### src/rtl/laser_host_if.sv
`default_nettype none
// ============================================================================
// Module   : laser_host_if
// Function : host-control and engine-facing signal bundle for laser_host
// Revision : 1.0
// ============================================================================
interface laser_host_if;
    logic       LD_EN;
    logic [5:0] LD_ADDR;
    logic [3:0] LD_X;
    logic [3:0] LD_Y;
    logic       START;
    logic [3:0] X;
    logic [3:0] Y;
    logic       DUT_RST;
    logic [3:0] C1X;
    logic [3:0] C1Y;
    logic [3:0] C2X;
    logic [3:0] C2Y;
    logic       DONE;
    logic       BUSY;
    logic [5:0] SCORE;
    logic       RESULT_VALID;
    logic       TIMEOUT_ERR;

    modport master (
        output LD_EN, LD_ADDR, LD_X, LD_Y, START,
        output C1X, C1Y, C2X, C2Y, DONE,
        input  X, Y, DUT_RST, BUSY, SCORE, RESULT_VALID, TIMEOUT_ERR
    );

    modport slave (
        input  LD_EN, LD_ADDR, LD_X, LD_Y, START,
        input  C1X, C1Y, C2X, C2Y, DONE,
        output X, Y, DUT_RST, BUSY, SCORE, RESULT_VALID, TIMEOUT_ERR
    );
endinterface
`default_nettype wire

### src/rtl/laser_host.sv
`default_nettype none
// ============================================================================
// Module   : laser_host
// Function : streams a 40-point target set to the placement engine and
//            scores the two returned circle centres in-system
// Revision : 1.0
// ============================================================================
module laser_host #(
    parameter int TIMEOUT = 50000
) (
    input  logic        CLK,
    input  logic        RST,
    laser_host_if.slave bus
);

    localparam logic [2:0]  c_ST_IDLE   = 3'd0;
    localparam logic [2:0]  c_ST_RSTD   = 3'd1;
    localparam logic [2:0]  c_ST_STREAM = 3'd2;
    localparam logic [2:0]  c_ST_WAIT   = 3'd3;
    localparam logic [2:0]  c_ST_SCORE  = 3'd4;
    localparam logic [2:0]  c_ST_REPORT = 3'd5;
    localparam int          c_NPTS      = 40;
    localparam logic [5:0]  c_LAST_PT   = 6'd39;
    localparam logic [15:0] c_WAIT_LAST = 16'(TIMEOUT - 1);

    logic [7:0]  r_mem [0:c_NPTS-1];
    logic [2:0]  r_state;
    logic [2:0]  w_next_state;
    logic [5:0]  r_idx;
    logic [15:0] r_wcnt;
    logic [3:0]  r_c1x, r_c1y, r_c2x, r_c2y;
    logic [5:0]  r_acc;
    logic [3:0]  r_x, r_y;
    logic [5:0]  r_score;
    logic        r_terr;
    logic        w_busy, w_dut_rst, w_result_valid;
    logic        w_last_pt;
    logic [5:0]  w_fetch_idx;
    logic [7:0]  w_fetch_pt;
    logic [7:0]  w_score_pt;
    logic        w_covered;

    // Squared Euclidean distance kept at full 9-bit precision, radius^2 = 16.
    function automatic logic in_circle(input logic [3:0] px, input logic [3:0] py,
                                       input logic [3:0] cx, input logic [3:0] cy);
        logic [3:0] dx;
        logic [3:0] dy;
        logic [8:0] d2;
        dx = (px >= cx) ? (px - cx) : (cx - px);
        dy = (py >= cy) ? (py - cy) : (cy - py);
        d2 = ({5'd0, dx} * {5'd0, dx}) + ({5'd0, dy} * {5'd0, dy});
        return (d2 <= 9'd16);
    endfunction

    // Point memory deliberately survives reset so a frame can be rerun.
    always_ff @(posedge CLK) begin
        if ((r_state == c_ST_IDLE) && bus.LD_EN && (bus.LD_ADDR < 6'(c_NPTS)))
            r_mem[bus.LD_ADDR] <= {bus.LD_X, bus.LD_Y};
    end

    always_ff @(posedge CLK) begin
        if (RST) r_state <= c_ST_IDLE;
        else     r_state <= w_next_state;
    end

    always_comb begin
        w_next_state = r_state;
        case (r_state)
            c_ST_IDLE:   if (bus.START) w_next_state = c_ST_RSTD;
            c_ST_RSTD:   w_next_state = c_ST_STREAM;
            c_ST_STREAM: if (w_last_pt) w_next_state = c_ST_WAIT;
            c_ST_WAIT: begin
                if (bus.DONE)                    w_next_state = c_ST_SCORE;
                else if (r_wcnt == c_WAIT_LAST)  w_next_state = c_ST_REPORT;
            end
            c_ST_SCORE:  if (w_last_pt) w_next_state = c_ST_REPORT;
            c_ST_REPORT: w_next_state = c_ST_IDLE;
            default:     w_next_state = c_ST_IDLE;
        endcase
    end

    always_comb begin
        w_busy         = (r_state != c_ST_IDLE);
        w_dut_rst      = (r_state == c_ST_RSTD);
        w_result_valid = (r_state == c_ST_REPORT);
    end

    assign w_last_pt   = (r_idx == c_LAST_PT);
    // Look one point ahead so X/Y are registered in the cycle they are needed.
    assign w_fetch_idx = ((r_state == c_ST_STREAM) && !w_last_pt) ? (r_idx + 6'd1) : 6'd0;
    assign w_fetch_pt  = r_mem[w_fetch_idx];
    assign w_score_pt  = r_mem[r_idx];
    assign w_covered   = in_circle(w_score_pt[7:4], w_score_pt[3:0], r_c1x, r_c1y)
                       | in_circle(w_score_pt[7:4], w_score_pt[3:0], r_c2x, r_c2y);

    always_ff @(posedge CLK) begin
        if (RST) begin
            r_idx   <= 6'd0;
            r_wcnt  <= 16'd0;
            r_c1x   <= 4'd0;
            r_c1y   <= 4'd0;
            r_c2x   <= 4'd0;
            r_c2y   <= 4'd0;
            r_acc   <= 6'd0;
            r_x     <= 4'd0;
            r_y     <= 4'd0;
            r_score <= 6'd0;
            r_terr  <= 1'b0;
        end else begin
            r_idx  <= ((w_next_state == r_state) &&
                       ((r_state == c_ST_STREAM) || (r_state == c_ST_SCORE))) ? (r_idx + 6'd1) : 6'd0;
            r_wcnt <= ((r_state == c_ST_WAIT) && (w_next_state == c_ST_WAIT)) ? (r_wcnt + 16'd1) : 16'd0;
            if ((r_state == c_ST_WAIT) && bus.DONE) begin
                r_c1x <= bus.C1X;
                r_c1y <= bus.C1Y;
                r_c2x <= bus.C2X;
                r_c2y <= bus.C2Y;
            end
            r_acc <= (r_state == c_ST_SCORE) ? (r_acc + {5'd0, w_covered}) : 6'd0;
            r_x   <= (w_next_state == c_ST_STREAM) ? w_fetch_pt[7:4] : 4'd0;
            r_y   <= (w_next_state == c_ST_STREAM) ? w_fetch_pt[3:0] : 4'd0;
            // Result registers load on REPORT entry so they are valid with the strobe.
            if (w_next_state == c_ST_REPORT) begin
                if (r_state == c_ST_SCORE) begin
                    r_score <= r_acc + {5'd0, w_covered};
                    r_terr  <= 1'b0;
                end else begin
                    r_score <= 6'd0;
                    r_terr  <= 1'b1;
                end
            end
        end
    end

    assign bus.X            = r_x;
    assign bus.Y            = r_y;
    assign bus.DUT_RST      = w_dut_rst;
    assign bus.BUSY         = w_busy;
    assign bus.SCORE        = r_score;
    assign bus.RESULT_VALID = w_result_valid;
    assign bus.TIMEOUT_ERR  = r_terr;

endmodule
`default_nettype wire

### src/flat_wrapper.sv
// flat-port wrapper written by rule: the top's interface ports become plain ports
module laser_host_flat 
#(
    parameter int TIMEOUT = 50000
)
  (CLK, RST, bus_LD_EN, bus_LD_ADDR, bus_LD_X, bus_LD_Y, bus_START, bus_C1X, bus_C1Y, bus_C2X, bus_C2Y, bus_DONE, bus_X, bus_Y, bus_DUT_RST, bus_BUSY, bus_SCORE, bus_RESULT_VALID, bus_TIMEOUT_ERR);
  laser_host_if bus_i ();
  input  logic CLK;
  input  logic RST;
  input wire logic [$bits(bus_i.LD_EN)-1:0] bus_LD_EN;
  input wire logic [$bits(bus_i.LD_ADDR)-1:0] bus_LD_ADDR;
  input wire logic [$bits(bus_i.LD_X)-1:0] bus_LD_X;
  input wire logic [$bits(bus_i.LD_Y)-1:0] bus_LD_Y;
  input wire logic [$bits(bus_i.START)-1:0] bus_START;
  input wire logic [$bits(bus_i.C1X)-1:0] bus_C1X;
  input wire logic [$bits(bus_i.C1Y)-1:0] bus_C1Y;
  input wire logic [$bits(bus_i.C2X)-1:0] bus_C2X;
  input wire logic [$bits(bus_i.C2Y)-1:0] bus_C2Y;
  input wire logic [$bits(bus_i.DONE)-1:0] bus_DONE;
  output wire logic [$bits(bus_i.X)-1:0] bus_X;
  output wire logic [$bits(bus_i.Y)-1:0] bus_Y;
  output wire logic [$bits(bus_i.DUT_RST)-1:0] bus_DUT_RST;
  output wire logic [$bits(bus_i.BUSY)-1:0] bus_BUSY;
  output wire logic [$bits(bus_i.SCORE)-1:0] bus_SCORE;
  output wire logic [$bits(bus_i.RESULT_VALID)-1:0] bus_RESULT_VALID;
  output wire logic [$bits(bus_i.TIMEOUT_ERR)-1:0] bus_TIMEOUT_ERR;
  assign bus_i.LD_EN = bus_LD_EN;
  assign bus_i.LD_ADDR = bus_LD_ADDR;
  assign bus_i.LD_X = bus_LD_X;
  assign bus_i.LD_Y = bus_LD_Y;
  assign bus_i.START = bus_START;
  assign bus_i.C1X = bus_C1X;
  assign bus_i.C1Y = bus_C1Y;
  assign bus_i.C2X = bus_C2X;
  assign bus_i.C2Y = bus_C2Y;
  assign bus_i.DONE = bus_DONE;
  assign bus_X = bus_i.X;
  assign bus_Y = bus_i.Y;
  assign bus_DUT_RST = bus_i.DUT_RST;
  assign bus_BUSY = bus_i.BUSY;
  assign bus_SCORE = bus_i.SCORE;
  assign bus_RESULT_VALID = bus_i.RESULT_VALID;
  assign bus_TIMEOUT_ERR = bus_i.TIMEOUT_ERR;
  laser_host #(.TIMEOUT(TIMEOUT)) u_core (.CLK(CLK), .RST(RST), .bus(bus_i));
endmodule
### config.mk
export PLATFORM = sky130hd
export DESIGN_NAME = laser_host_flat
export DESIGN_NICKNAME = d
export VERILOG_FILES = /design/src/rtl/laser_host_if.sv /design/src/rtl/laser_host.sv /design/src/flat_wrapper.sv
export SDC_FILE = /design/constraint.sdc
export NUM_CORES = 1
export LEC_CHECK = 0
export BUFFER_PORTS_ARGS = -buffer_cell sky130_fd_sc_hd__buf_4
export CAP_MARGIN = 20
export CORE_MARGIN = 2
export CORE_UTILIZATION = 40
export CTS_CLUSTER_DIAMETER = 80
export DETAILED_ROUTE_END_ITERATION = 12
export GPL_ROUTABILITY_DRIVEN = 0
export GPL_TIMING_DRIVEN = 0
export SKIP_LAST_GASP = 1
export SYNTH_ARGS = -nofsm -noshare
export SYNTH_HDL_FRONTEND = slang
export SYNTH_SLANG_ARGS = --single-unit
### constraint.sdc
create_clock -name CLK -period 27.1 [get_ports CLK]
set_input_delay 5.42 -clock CLK [delete_from_list [all_inputs] [get_ports CLK]]
set_output_delay 5.42 -clock CLK [all_outputs]
set_load 0.05 [all_outputs]
==> out/results.ini <==
[grt]
gr-total-overflow = 0
antenna_found_initial = 2
grt_first_pass_wirelength_mm = 102
grt.total_usage = 0.269
pin_count_of_the_biggest_net_entering_global_routing = 41
vias_in_the_first_global_route = 15100

[sta]
timing_worst_slew_pin_value_ns = 1.35
finalMaxSlewViolations = 0
worst_slew_margin_rel = 0.0921
skew_ns = 0.0299
report.final.setup_viol = 0
finalCritPeriodShare = 0.409
fin_setup_tns_ns = 0
fmaxAchievable_ghz = 0.0903
timing.final.crit_period_ns = 11.07
final.hold.worst_slack_ns = 0.445
final-hold-violation-count = 0
grt_setup_unrepaired = false

[drt]
routed_via_density = 6.39
detail_route.iter0.violations = 2277
vias = 15200
drt-total-wl_mm = 71.4
drt_first_pass_iters = 6
post_drt_wl_per_cell_um = 29.9
antenna_violating_nets_left = 0
post-route-drc-count = 0

[logic_synthesis]
synthesis.area_sq_um = 20300
synth_enable_flop_cells = 320
post_synthesis_register_bit_count = 382
syn_area_per_cell_sq_um = 12.8
postSynthNetCount = 1712
ys_seq_area_frac = 0.535
post_synth_inst_count = 1581
synth_cell_type_count = 78
synth.top_cell.area_share = 0.474
ys.flop_type = sky130_fd_sc_hd__edfxtp_1
async_reset_ff_frac = 0
synth.top_cells.by_area = sky130_fd_sc_hd__edfxtp_1 (47%), sky130_fd_sc_hd__mux4_2 (11%), sky130_fd_sc_hd__dfxtp_1 (6.1%), sky130_fd_sc_hd__ha_1 (4.1%), sky130_fd_sc_hd__fa_1 (3.0%)
cell_type_contributing_the_most_total_cell_area_after_synthesis = sky130_fd_sc_hd__edfxtp_1
synth-warning-count = 0

[clocking]
clock_sink_count = 382
post-cts-setup-buffers = 0
ctsLongestPathBuffers = 3
cts_resized = 0
cts.reportedPaths.clkPinSlew_ns = 0.06
htree_levels = 2
ctsRootBufferMaster = sky130_fd_sc_hd__clkbuf_16
post_cts_hold_buffer_count = 0
numCtsBuffers = 43
clock_latency_of_the_later_clocked_register_in_the_worst_skew_pair_ns = 0.60
clock_tree_from_tritoncts = yes

[die]
die_h_um = 229
io_pins = 53
rows = 82
floorplan.core_area_sq_um = 50100
fp.dieW_um = 229
starting_density_of_the_core = 0.405
die_area_sq_um = 52500

[flow_run]
cap_viol_max_count = 0

[setup_path]
timing.critical_path.to_type = register
worst_r2r_path_depth = 32
timing.critical_path.fanout_max = 10
register_to_register_path_setup_slack_ns = 16.03
data_arrival_time_at_the_worst_slack_endpoint_ns = 11.57
critPathKind = register to register
timing.critical_path.slowest_cell_delay_ns = 0.86
crit_top_cell = sky130_fd_sc_hd__fa_1
start_kind = register
rr_startpoint = u_core.r_idx[1]
rr_endpoint = u_core.bus.SCORE[4]
critical-path-slowest-cell = sky130_fd_sc_hd__buf_1
worst_ep_required_time_ns = 27.60

[run_status]
outcome = complete, no violations

[finish]
final.fill_count = 4606
most_common_cell_after_layout_fill_and_taps_aside = sky130_fd_sc_hd__edfxtp_1
highest_count_cells_in_the_layout_ignoring_fill_and_taps = sky130_fd_sc_hd__edfxtp_1 (320), sky130_fd_sc_hd__nand2_1 (136), sky130_fd_sc_hd__nor2_1 (106)
fraction_of_layout_cells_with_a_size_suffix_above_1 = 0.181
area_overhead_vs_synth_pct = 13.3
finish.net_count = 1813
antenna_cells = 0

[min_path]
hp-class = register to register
holdPathStages = 1
end_of_the_worst_hold_path = u_core.r_wcnt[0]
hp-start = u_core.r_wcnt[0]

[power_and_ir_drop]
vdd_drop_max_mv = 0.0375
p_leak_nw = 7.78
power.density_cell_area_nw_per_um2 = 60.4

[placement]
detailedPlacementHpwl_mm = 49.5
port_buffers = 52

## layer usage
metal,track usage,part of all wire,vias to the layer above
li1,-,-,6246
met1,0.339,0.37,7489
met2,0.397,0.43,1222
met3,0.0928,0.13,288
met4,0.167,0.066,4
met5,0,0.00048,-
## how the worst max path moves through the flow
stage / from / to / slack (ns)
after detailed placement: u_core.r_idx[1] / u_core.bus.SCORE[4] / 16.14
after global routing: u_core.r_idx[1] / u_core.bus.SCORE[4] / 15.61
after floorplan: u_core.r_idx[0] / u_core.bus.SCORE[4] / 18.11
final: u_core.r_idx[1] / u_core.bus.SCORE[4] / 16.03
after global placement: u_core.r_idx[1] / u_core.bus.SCORE[4] / 16.36
after CTS: u_core.r_idx[1] / u_core.bus.SCORE[4] / 16.11
## power by group
group          internal, mW  total (mW)  switching (mW)
Sequential            0.638       0.639         0.00133
Clock                 0.345       0.600           0.254
Combinational        0.0548       0.148          0.0935
Total                  1.04        1.39           0.349
## cells in the mapped netlist (30+ instances only)
library cell                 n
sky130_fd_sc_hd__clkbuf_1   41
sky130_fd_sc_hd__o221ai_1   32
sky130_fd_sc_hd__nand3_1    56
sky130_fd_sc_hd__o21ai_0    43
sky130_fd_sc_hd__ha_1       66
sky130_fd_sc_hd__dfxtp_1    62
sky130_fd_sc_hd__mux4_2     96
sky130_fd_sc_hd__inv_1      85
sky130_fd_sc_hd__mux2i_1    46
sky130_fd_sc_hd__buf_2      37
sky130_fd_sc_hd__nor2_1    106
sky130_fd_sc_hd__edfxtp_1  320
sky130_fd_sc_hd__a21oi_1    73
sky130_fd_sc_hd__nand2_1   136
sky130_fd_sc_hd__fa_1       30
## flip-flops by register name, summed over array words and instances, names as in the netlist
signal and cells:
u_core.r_c1x 4, u_core.r_wcnt 16, u_core.r_c2y 4, u_core.bus.TIMEOUT_ERR 1
u_core.r_idx 6, u_core.r_mem 320, u_core.r_acc 6, u_core.bus.X 4
u_core.r_state 3, u_core.bus.Y 4, u_core.r_c2x 4, u_core.r_c1y 4
u_core.bus.SCORE 6
## cells by family after synthesis
family | after synthesis | synth area share
AOI/OAI and AO/OA | 293 | 0.0983
xor gates and xnor gates | 33 | 0.0143
adders and majority gates | 96 | 0.0703
buffers and inverters | 187 | 0.0404
DFF | 382 | 0.535
muxes | 161 | 0.140
and+or+nand+nor | 429 | 0.102
## per-stage QoR
step           area (sq um)  setup slack [ns]  utilization  power [mW]  cells
6_report              23000             16.03        0.459        1.39   2388
5_1_grt               23000             15.61        0.459        1.43   2388
4_1_cts               22900             16.11        0.458        1.39   2384
3_5_place_dp          21500             16.14        0.430       0.797   2305
3_3_place_gp          21500             16.36        0.430       0.793   2305
2_1_floorplan         20300             18.11            -       0.745   1581
## final cells by class
type	count	area, sq um	share of cell area
repair buffers	56	432	0.0188
well taps	672	841	0.0366
multi-input cells	1012	8610	0.375
clock inverters	24	221	0.00964
plain buffers	101	497	0.0216
clock buffers	55	1200	0.0524
inverters	86	323	0.0141
flip-flops and latches	382	10900	0.472
## critical path: cells and delay by family (launching register included)
kind	cells	cell delay, ns
xor+xnor	3	0.45
flops	1	0.46
fa+ha+maj	9	3.60
mux	4	1.61
simple gates	4	1.47
compound gates	7	1.74
buf+inv	5	1.67
Note: power is estimated with default switching activity, not from simulation.
